==> src/rtl/rtc_pkg.sv <==
// Shared definitions for the RTC bus responder:
// FSM encoding, bus width and default command address.
package rtc_pkg;

    localparam int BUS_W = 8;
    localparam logic [BUS_W-1:0] CMD_ADDR_DEF = 8'hF0;

    typedef enum logic [2:0] {
        IDLE      = 3'd0,
        ADDR      = 3'd1,
        DATA_WAIT = 3'd2,
        WRITE     = 3'd3,
        READ      = 3'd4
    } state_e;

endpackage

==> src/rtl/rtc_sync_edge.sv <==
// Two-flop synchronizer for one control line, with a
// rising-edge detect on the synchronized value.
module rtc_sync_edge #(
    parameter logic RST_VAL = 1'b1
) (
    input  logic clk,
    input  logic reset,
    input  logic d_in,
    output logic q,
    output logic rise
);

    logic s1_q;
    logic s2_q;
    logic prev_q;

    always_ff @(posedge clk or negedge reset) begin
        if (!reset) begin
            s1_q   <= RST_VAL;
            s2_q   <= RST_VAL;
            prev_q <= RST_VAL;
        end else begin
            s1_q   <= d_in;
            s2_q   <= s1_q;
            prev_q <= s2_q;
        end
    end

    assign q    = s2_q;
    assign rise = s2_q & ~prev_q;

endmodule

==> src/rtl/rtc_bus_responder.sv <==
// Bus responder emulating a small RTC register file behind a
// multiplexed address/data strobe interface.
import rtc_pkg::*;

module rtc_bus_responder #(
    parameter int NREG = 16,
    parameter logic [BUS_W-1:0] CMD_ADDR = CMD_ADDR_DEF
) (
    input  logic             clk,
    input  logic             reset,
    input  logic             cs_n,
    input  logic             wr_n,
    input  logic             rd_n,
    input  logic             ad,
    input  logic [BUS_W-1:0] bus_in,
    output logic [BUS_W-1:0] bus_out,
    output logic             bus_oe,
    output logic             upd,
    output logic             wr_evt,
    output logic [BUS_W-1:0] evt_addr,
    output logic [BUS_W-1:0] evt_data
);

    localparam int AW = (NREG > 1) ? $clog2(NREG) : 1;
    localparam logic [BUS_W:0] NREG_L = (BUS_W+1)'(NREG);

    logic cs_s, wr_s, rd_s;
    logic cs_rise, wr_rise, rd_rise;

    rtc_sync_edge u_cs (
        .clk(clk), .reset(reset), .d_in(cs_n), .q(cs_s), .rise(cs_rise)
    );
    rtc_sync_edge u_wr (
        .clk(clk), .reset(reset), .d_in(wr_n), .q(wr_s), .rise(wr_rise)
    );
    rtc_sync_edge u_rd (
        .clk(clk), .reset(reset), .d_in(rd_n), .q(rd_s), .rise(rd_rise)
    );

    // ad and bus_in share the control lines' two-flop latency
    logic             ad_s1_q, ad_q;
    logic [BUS_W-1:0] bus_s1_q, bus_q;

    always_ff @(posedge clk or negedge reset) begin
        if (!reset) begin
            ad_s1_q  <= 1'b1;
            ad_q     <= 1'b1;
            bus_s1_q <= '0;
            bus_q    <= '0;
        end else begin
            ad_s1_q  <= ad;
            ad_q     <= ad_s1_q;
            bus_s1_q <= bus_in;
            bus_q    <= bus_s1_q;
        end
    end

    state_e           state_q, state_d;
    logic [BUS_W-1:0] cand_q, cand_d;
    logic [BUS_W-1:0] addr_q, addr_d;
    logic [BUS_W-1:0] dat_q, dat_d;
    logic [BUS_W-1:0] regs_q [NREG];
    logic [BUS_W-1:0] regs_d [NREG];
    logic             oe_q, oe_d;
    logic [BUS_W-1:0] bus_out_q, bus_out_d;
    logic             upd_q, upd_d;
    logic             wr_evt_q, wr_evt_d;
    logic [BUS_W-1:0] evt_addr_q, evt_addr_d;
    logic [BUS_W-1:0] evt_data_q, evt_data_d;

    logic             commit;
    logic             both_low;
    logic             new_addr;
    logic             in_range;
    logic [BUS_W-1:0] rd_val;

    assign both_low = ~wr_s & ~rd_s;
    assign new_addr = ~cs_s & ~wr_s & ~ad_q;
    assign in_range = {1'b0, addr_q} < NREG_L;
    assign rd_val   = in_range ? regs_q[addr_q[AW-1:0]] : '0;

    always_comb begin
        state_d = state_q;
        cand_d  = cand_q;
        addr_d  = addr_q;
        dat_d   = dat_q;
        commit  = 1'b0;
        unique case (state_q)
            IDLE: begin
                if (new_addr) state_d = ADDR;
            end
            ADDR: begin
                cand_d = bus_q;
                if (both_low) begin
                    state_d = IDLE;
                end else if (wr_rise) begin
                    addr_d  = cand_q;
                    state_d = DATA_WAIT;
                end else if (cs_rise) begin
                    state_d = IDLE;
                end
            end
            DATA_WAIT: begin
                if (both_low) begin
                    state_d = IDLE;
                end else if (new_addr) begin
                    state_d = ADDR;
                end else if (~cs_s & ~wr_s & ad_q) begin
                    state_d = WRITE;
                end else if (~cs_s & ~rd_s & ad_q) begin
                    state_d = READ;
                end
            end
            WRITE: begin
                dat_d = bus_q;
                if (both_low) begin
                    state_d = IDLE;
                end else if (wr_rise) begin
                    commit  = 1'b1;
                    state_d = DATA_WAIT;
                end else if (cs_rise) begin
                    state_d = IDLE;
                end
            end
            READ: begin
                if (both_low || cs_rise) begin
                    state_d = IDLE;
                end else if (rd_rise) begin
                    state_d = DATA_WAIT;
                end
            end
            default: state_d = IDLE;
        endcase
    end

    always_comb begin
        regs_d = regs_q;
        if (commit && in_range) regs_d[addr_q[AW-1:0]] = dat_q;
        wr_evt_d   = commit;
        upd_d      = commit && (addr_q == CMD_ADDR);
        evt_addr_d = commit ? addr_q : evt_addr_q;
        evt_data_d = commit ? dat_q : evt_data_q;
        oe_d       = (state_q == READ) && (state_d == READ);
        bus_out_d  = bus_out_q;
        // Load read data once per READ entry so it holds while driven
        if (oe_d && !oe_q) bus_out_d = rd_val;
    end

    always_ff @(posedge clk or negedge reset) begin
        if (!reset) begin
            state_q    <= IDLE;
            cand_q     <= '0;
            addr_q     <= '0;
            dat_q      <= '0;
            for (int i = 0; i < NREG; i++) regs_q[i] <= '0;
            oe_q       <= 1'b0;
            bus_out_q  <= '0;
            upd_q      <= 1'b0;
            wr_evt_q   <= 1'b0;
            evt_addr_q <= '0;
            evt_data_q <= '0;
        end else begin
            state_q    <= state_d;
            cand_q     <= cand_d;
            addr_q     <= addr_d;
            dat_q      <= dat_d;
            regs_q     <= regs_d;
            oe_q       <= oe_d;
            bus_out_q  <= bus_out_d;
            upd_q      <= upd_d;
            wr_evt_q   <= wr_evt_d;
            evt_addr_q <= evt_addr_d;
            evt_data_q <= evt_data_d;
        end
    end

    // Drive enable drops in the very cycle the FSM decides to leave READ
    assign bus_oe   = oe_q && (state_q == READ) && (state_d == READ);
    assign bus_out  = bus_out_q;
    assign upd      = upd_q;
    assign wr_evt   = wr_evt_q;
    assign evt_addr = evt_addr_q;
    assign evt_data = evt_data_q;

endmodule

==> config.mk <==
export PLATFORM = sky130hd
export DESIGN_NAME = rtc_bus_responder
export DESIGN_NICKNAME = d
export VERILOG_FILES = /design/src/rtl/rtc_pkg.sv /design/src/rtl/rtc_sync_edge.sv /design/src/rtl/rtc_bus_responder.sv
export SDC_FILE = /design/constraint.sdc
export NUM_CORES = 1
export LEC_CHECK = 0
export BUFFER_PORTS_ARGS = -buffer_cell sky130_fd_sc_hd__buf_4
export CAP_MARGIN = 20
export CORE_UTILIZATION = 61
export CTS_CLUSTER_SIZE = 28
export DETAILED_ROUTE_END_ITERATION = 16
export GPL_ROUTABILITY_DRIVEN = 0
export GPL_TIMING_DRIVEN = 0
export PLACE_DENSITY_LB_ADDON = 0.25
export REMOVE_ABC_BUFFERS = 1
export SYNTH_ARGS = -nofsm -noshare
export SYNTH_HDL_FRONTEND = slang
export SYNTH_SLANG_ARGS = --single-unit
==> constraint.sdc <==
create_clock -name clk -period 4 [get_ports clk]
set_input_delay 1 -clock clk [delete_from_list [all_inputs] [get_ports clk]]
set_output_delay 1 -clock clk [all_outputs]
set_load 0.01 [all_outputs]
==> impl_metrics.tcl, run 1 <==
set metrics [dict create \
    area_growth_pct 13.7 \
    dp.cells 735 \
    dr_total_vias 4710 \
    slew_viol_final 0 \
    path_clk_slew_ps 60 \
    cts_tree "yes" \
    cp-end-kind "primary output" \
    cts_buffers 22 \
    initial_core_util 0.623 \
    cts_root_buf "clkbuf_16" \
    synth_compound_area_frac 0.0209 \
    post-dp-hpwl_um 10400 \
    rsz0062_at_grt "false" \
    syn_inst 542 \
    power.density_nw_per_um2 528 \
    p_seq_frac 0.511 \
    setup_viol 0 \
    drc 0 \
    layout_commonest_cell "dfrtp_1" \
    ys_async_sr_fraction 1.00 \
    dieHeight_um 121 \
    ant_nets 0 \
    p_clk_frac 0.369 \
    fin_crit_ps 3060 \
    start_kind "register" \
    nets 593 \
    wirelength_um 16900 \
    max_stage_delay_ps 440 \
    antenna_found_initial 0 \
    io_pins 41 \
    swShare 0.290 \
    final_cell_mix "196 x dfrtp_1, 165 x mux2_2, 40 x buf_4" \
    h-tree-depth 1 \
    power_leakage_uw 0.00469 \
    worst_slew_pin_slew_ps 1080 \
    drtIter0Drc 267 \
    synthDistinctLibCells 34 \
    relSlewSlack 0.276 \
    maxCapViolCount 0 \
    avgSynthCellArea_um2 15.9 \
    status "finished, final reports clean" \
    p_switching_uw 1500 \
    grt_pass1_vias 5043 \
    clock-sinks 209 \
    grt_pass1_wl_um 27400 \
    critPathKind "reg -> out" \
    post-route-period-util 0.765 \
    n_antenna_cell 0 \
    tns_ps 0 \
    synth_top_family_by_area "multiplexers" \
    fmax_mhz 327 \
    synth_xor_area_frac 0 \
    fin_cells 775 \
    synthSimpleGateAreaFrac 0.0524 \
    netlist_area_um2 8620 \
    slowest_stage "dfrtp_1" \
    cp.arrival_ps 2060 \
    grt_overflow_total 0 \
    synth_edf_count 0 \
    drive_gt1_frac 0.497 \
    fin_worst_skew_ps 16.0 \
    synth-seq-cells 209 \
    p_int_uw 3670 \
    core-area_um2 13800 \
    crit_family "simple AND/OR/NAND/NOR gates" \
    port_buffers 40 \
    post-route-util 0.708 \
    routedWlPerCell_um 21.8 \
    grt_usage 0.249 \
    rows 43 \
    crit_fanout 6 \
    combPwrFrac 0.119 \
    die_w_um 121 \
    vias_per_cell 6.08 \
    clk_latency_ps 510 \
    yosys_warnings 0 \
    cts_hold_buffers 0 \
    dr.pass1.iters 4 \
    fp.dieArea_um2 14600 \
    hold_violations 0 \
    min_path_type "reg -> reg" \
    synthFlopType "dfrtp_1" \
    crit_buf_inv 1 \
    cp_data_required_time_ps 3000 \
    post-place-ws_ps 940 \
    post_cts_buffers 0 \
    grt_max_degree 111 \
    crit_chain "nor3b_1 -> and4_1 -> and2_1 -> buf_4" \
    synthMuxAreaShare 0.303 \
    holdWs_ps 344 \
    timing.final.ws_setup_ps 941 \
    postCtsResizedCells 0 \
    max-vdd-ir-drop_mv 0.552 \
    synth_seq_area_share 0.609 \
    cts_max_path_buffers 3 \
    yosys.area_share.adder 0 \
]
layer usage:
metal | up-vias | share of wire | global-route usage
li1 | 2075 | - | -
met1 | 2498 | 0.44 | 0.355
met2 | 110 | 0.49 | 0.400
met3 | 27 | 0.045 | 0.0368
met4 | 0 | 0.024 | 0.0756
met5 | - | 0 | 0
cells by family (layout without fill, tap and decap cells):
group                  after synthesis  after routing
DFF                                209            209
muxes                              200            200
and+or+nand+nor                     79             79
buffers and inverters               31             84
AOI/OAI and AO/OA                   23             23
cell type report:
class / instances / area, um^2
Sequential cell: 209 / 5250
Fill cell: 890 / 4040
Multi-Input combinational cell: 302 / 3240
Clock buffer: 32 / 628
Timing Repair Buffer: 44 / 383
Tap cell: 180 / 225
Clock inverter: 8 / 65.1
power by group through the flow:
stage                     Sequential (uW)  Clock, uW  Combinational [uW]
after floorplan                      2580          0                 342
after global placement               2790          0                 450
after detailed placement             2690          0                 620
after CTS                            2650       1950                 624
after global routing                 2690       2030                 664
final                                2650       1910                 617
sequential cells by signal, summed over array words and instances, names as in the netlist, 3 cells and up:
register and flops:
addr_q 8, bus_out 8, bus_q 8, bus_s1_q 8, cand_q 8, dat_q 8
evt_addr 8, evt_data 8, regs_q 128, state_q 3
stage by stage:
stage          area [um^2]  total power, uW
2_1_floorplan         8490             2920
3_3_place_gp          9010             3240
3_5_place_dp          9100             3310
4_1_cts               9790             5230
5_1_grt               9790             5390
6_report              9790             5170
synth_stat cells (all sizes together), types with 7 or more instances:
cell      n  area share
a22o      8      0.0081
clkbuf   21      0.0091
nor2b     7      0.0051
buf      10      0.0057
a22oi     9      0.0078
nand3    17      0.0099
dfstp    11       0.034
mux2    168        0.22
nand2    22      0.0096
nand2b    8      0.0058
dfrtp   198        0.58
mux4     32       0.084
path summary, 6_finish.rpt:
path                                           endpoint  cells past startpoint  slack, ps                  start
max in group asynchronous        regs_q[41]$_DFFE_PN0P_                      2       2540                  reset
worst max register to register  regs_q[116]$_DFFE_PN0P_                      5        970  addr_q[2]$_DFFE_PN0P_
worst min-delay path                   u_rd.q$_DFF_PN1_                      0        340    u_rd.s1_q$_DFF_PN1_
worst min register to register         u_rd.q$_DFF_PN1_                      0        340    u_rd.s1_q$_DFF_PN1_
worst max-delay path                             bus_oe                      4        940   state_q[0]$_DFF_PN0_
min in group asynchronous        regs_q[17]$_DFFE_PN0P_                      1        500                  reset
(Power assumes the default switching activity.)
==> run 2: changes to the inputs <==
CORE_UTILIZATION = 55   (was 61)
clock period = 2.8 ns   (was 4 ns; I/O delays follow)
==> impl_metrics.tcl, run 2 (same netlist as run 1, synthesis figures left out) <==
set metrics [dict create \
    cp-end-kind "register" \
    holdWs_ps 181 \
    cp.arrival_ps 3090 \
    max_stage_delay_ps 740 \
    dr_total_vias 4715 \
    relSlewSlack 0.329 \
    total_power_uw 7610 \
    drc 0 \
    combPwrFrac 0.121 \
    grt_usage 0.230 \
    tns_ps 0 \
    r2r-start "addr_q[4]$_DFFE_PN0P_" \
    wirelength_um 17400 \
    dr.pass1.iters 4 \
    io_pins 41 \
    p_switching_uw 2160 \
    swShare 0.283 \
    die_w_um 127 \
    critPathKind "reg -> reg" \
    dieHeight_um 127 \
    drtIter0Drc 234 \
    slowest_stage "or4_1" \
    power.density_nw_per_um2 764 \
    vias_per_cell 5.82 \
    worst_slew_pin_slew_ps 1000 \
    post-dp-hpwl_um 10700 \
    final_cell_mix "196 x dfrtp_1, 165 x mux2_2, 43 x buf_4" \
    status "finished, final reports clean" \
    multi_input_area_um2 3290 \
    n_antenna_cell 0 \
    max-vdd-ir-drop_mv 0.706 \
    min_path_type "in -> async" \
    seq_area_um2 5250 \
    p_int_uw 5460 \
    port_buffers 40 \
    nets 597 \
    post-route-period-util 0.971 \
    dpl-instance-area_um2 9140 \
    area_growth_pct 15.6 \
    initial_core_util 0.565 \
    r2r_end "regs_q[106]$_DFFE_PN0P_" \
    fmax_mhz 368 \
    fin_crit_ps 2720 \
    crit_fanout 8 \
    cts_tree "yes" \
    drive_gt1_frac 0.509 \
    routedWlPerCell_um 21.4 \
    grt_max_degree 126 \
    grt_pass1_vias 5019 \
    h-tree-depth 1 \
    largest_register_ffs 128 \
    final_cell_area_um2 9960 \
    crit_chain "or4_1 -> or4_4 -> nor2b_2 -> mux2_2" \
    fin_worst_skew_ps 13.4 \
    setup_viol 0 \
    maxCapViolCount 0 \
    p_seq_frac 0.497 \
    regMostFlops "regs_q" \
    layout_commonest_cell "dfrtp_1" \
    cts_buffers 22 \
    antenna_found_initial 0 \
    grt_pass1_wl_um 28000 \
    start_kind "register" \
    rows 45 \
    r2r_slack_ps 80 \
    cts_max_path_buffers 3 \
    p_clk_frac 0.383 \
    power_leakage_uw 0.00477 \
    ant_nets 0 \
    cp_data_required_time_ps 3170 \
    reg2regPathDepth 4 \
    grt_overflow_total 0 \
    clock-sinks 209 \
    clk_latency_ps 500 \
    path_clk_slew_ps 60 \
    rsz0062_at_grt "false" \
    cts_root_buf "clkbuf_16" \
    fp.dieArea_um2 16200 \
    hold_violations 0 \
    nFillCells 1076 \
    slew_viol_final 0 \
    core-area_um2 15300 \
]
## run 2: cell count changes in the layout (fill, tap and decap cells not counted), sizes merged
cell / delta
clkinvlp: -2
clkinv: -1
buf: +4
clkbuf: +4
inv: -1
## run 2: what timing repair did
item | in CTS | in global routing
pin swaps | 0 | 0
buffers inserted | 0 | 4
gates resized for setup | 4 | 4
hold buffers | 0 | 0
setup endpoints to repair | 32 | 67
## run 2: worst max path at each step
stage | from | end | slack, ps
after floorplan | addr_q[2]$_DFFE_PN0P_ | regs_q[104]$_DFFE_PN0P_ | -190
after global placement | addr_q[2]$_DFFE_PN0P_ | regs_q[67]$_DFFE_PN0P_ | -1160
after detailed placement | state_q[2]$_DFF_PN0_ | regs_q[118]$_DFFE_PN0P_ | -210
after CTS | state_q[2]$_DFF_PN0_ | regs_q[66]$_DFFE_PN0P_ | 20
after global routing | addr_q[5]$_DFFE_PN0P_ | regs_q[114]$_DFFE_PN0P_ | 0.5
final | addr_q[4]$_DFFE_PN0P_ | regs_q[106]$_DFFE_PN0P_ | 80
## run 2: cell type report
class,count,share of cell area
Clock inverter,4,0.00226
Tap cell,211,0.0265
Multi-Input combinational cell,302,0.330
Timing Repair Buffer,48,0.0418
Clock buffer,36,0.0731
Sequential cell,209,0.527
## run 2: critical path, delay by kind of cell (launching register included)
family | cells | cell delay (ps)
DFF | 1 | 430
and+or+nand+nor | 3 | 1770
muxes | 1 | 390
## run 2: power groups by stage
stage | Clock (uW) | Combinational, uW | Sequential, uW
5_1_grt | 3100 | 998 | 3840
3_5_place_dp | 0 | 911 | 3830
6_report | 2910 | 919 | 3780
4_1_cts | 2970 | 919 | 3780
3_3_place_gp | 0 | 646 | 3990
2_1_floorplan | 0 | 488 | 3690
## run 2: stage by stage
stage	utilization	setup WS, ps	instances
2_1_floorplan	-	-192	511
4_1_cts	0.649	16.1	806
6_report	0.653	80.0	810
3_5_place_dp	0.599	-205	766
3_3_place_gp	0.593	-1160	762
5_1_grt	0.653	0.501	810
## run 2: per-layer routing
metal / track usage / wire length, um / share of wire / vias to the layer above
met2: 0.373 / 8560 / 0.49 / 90
li1: - / - / - / 2092
met1: 0.320 / 7660 / 0.44 / 2499
met3: 0.0352 / 634 / 0.037 / 34
met4: 0.0833 / 503 / 0.029 / 0
met5: 0 / 0 / 0 / -
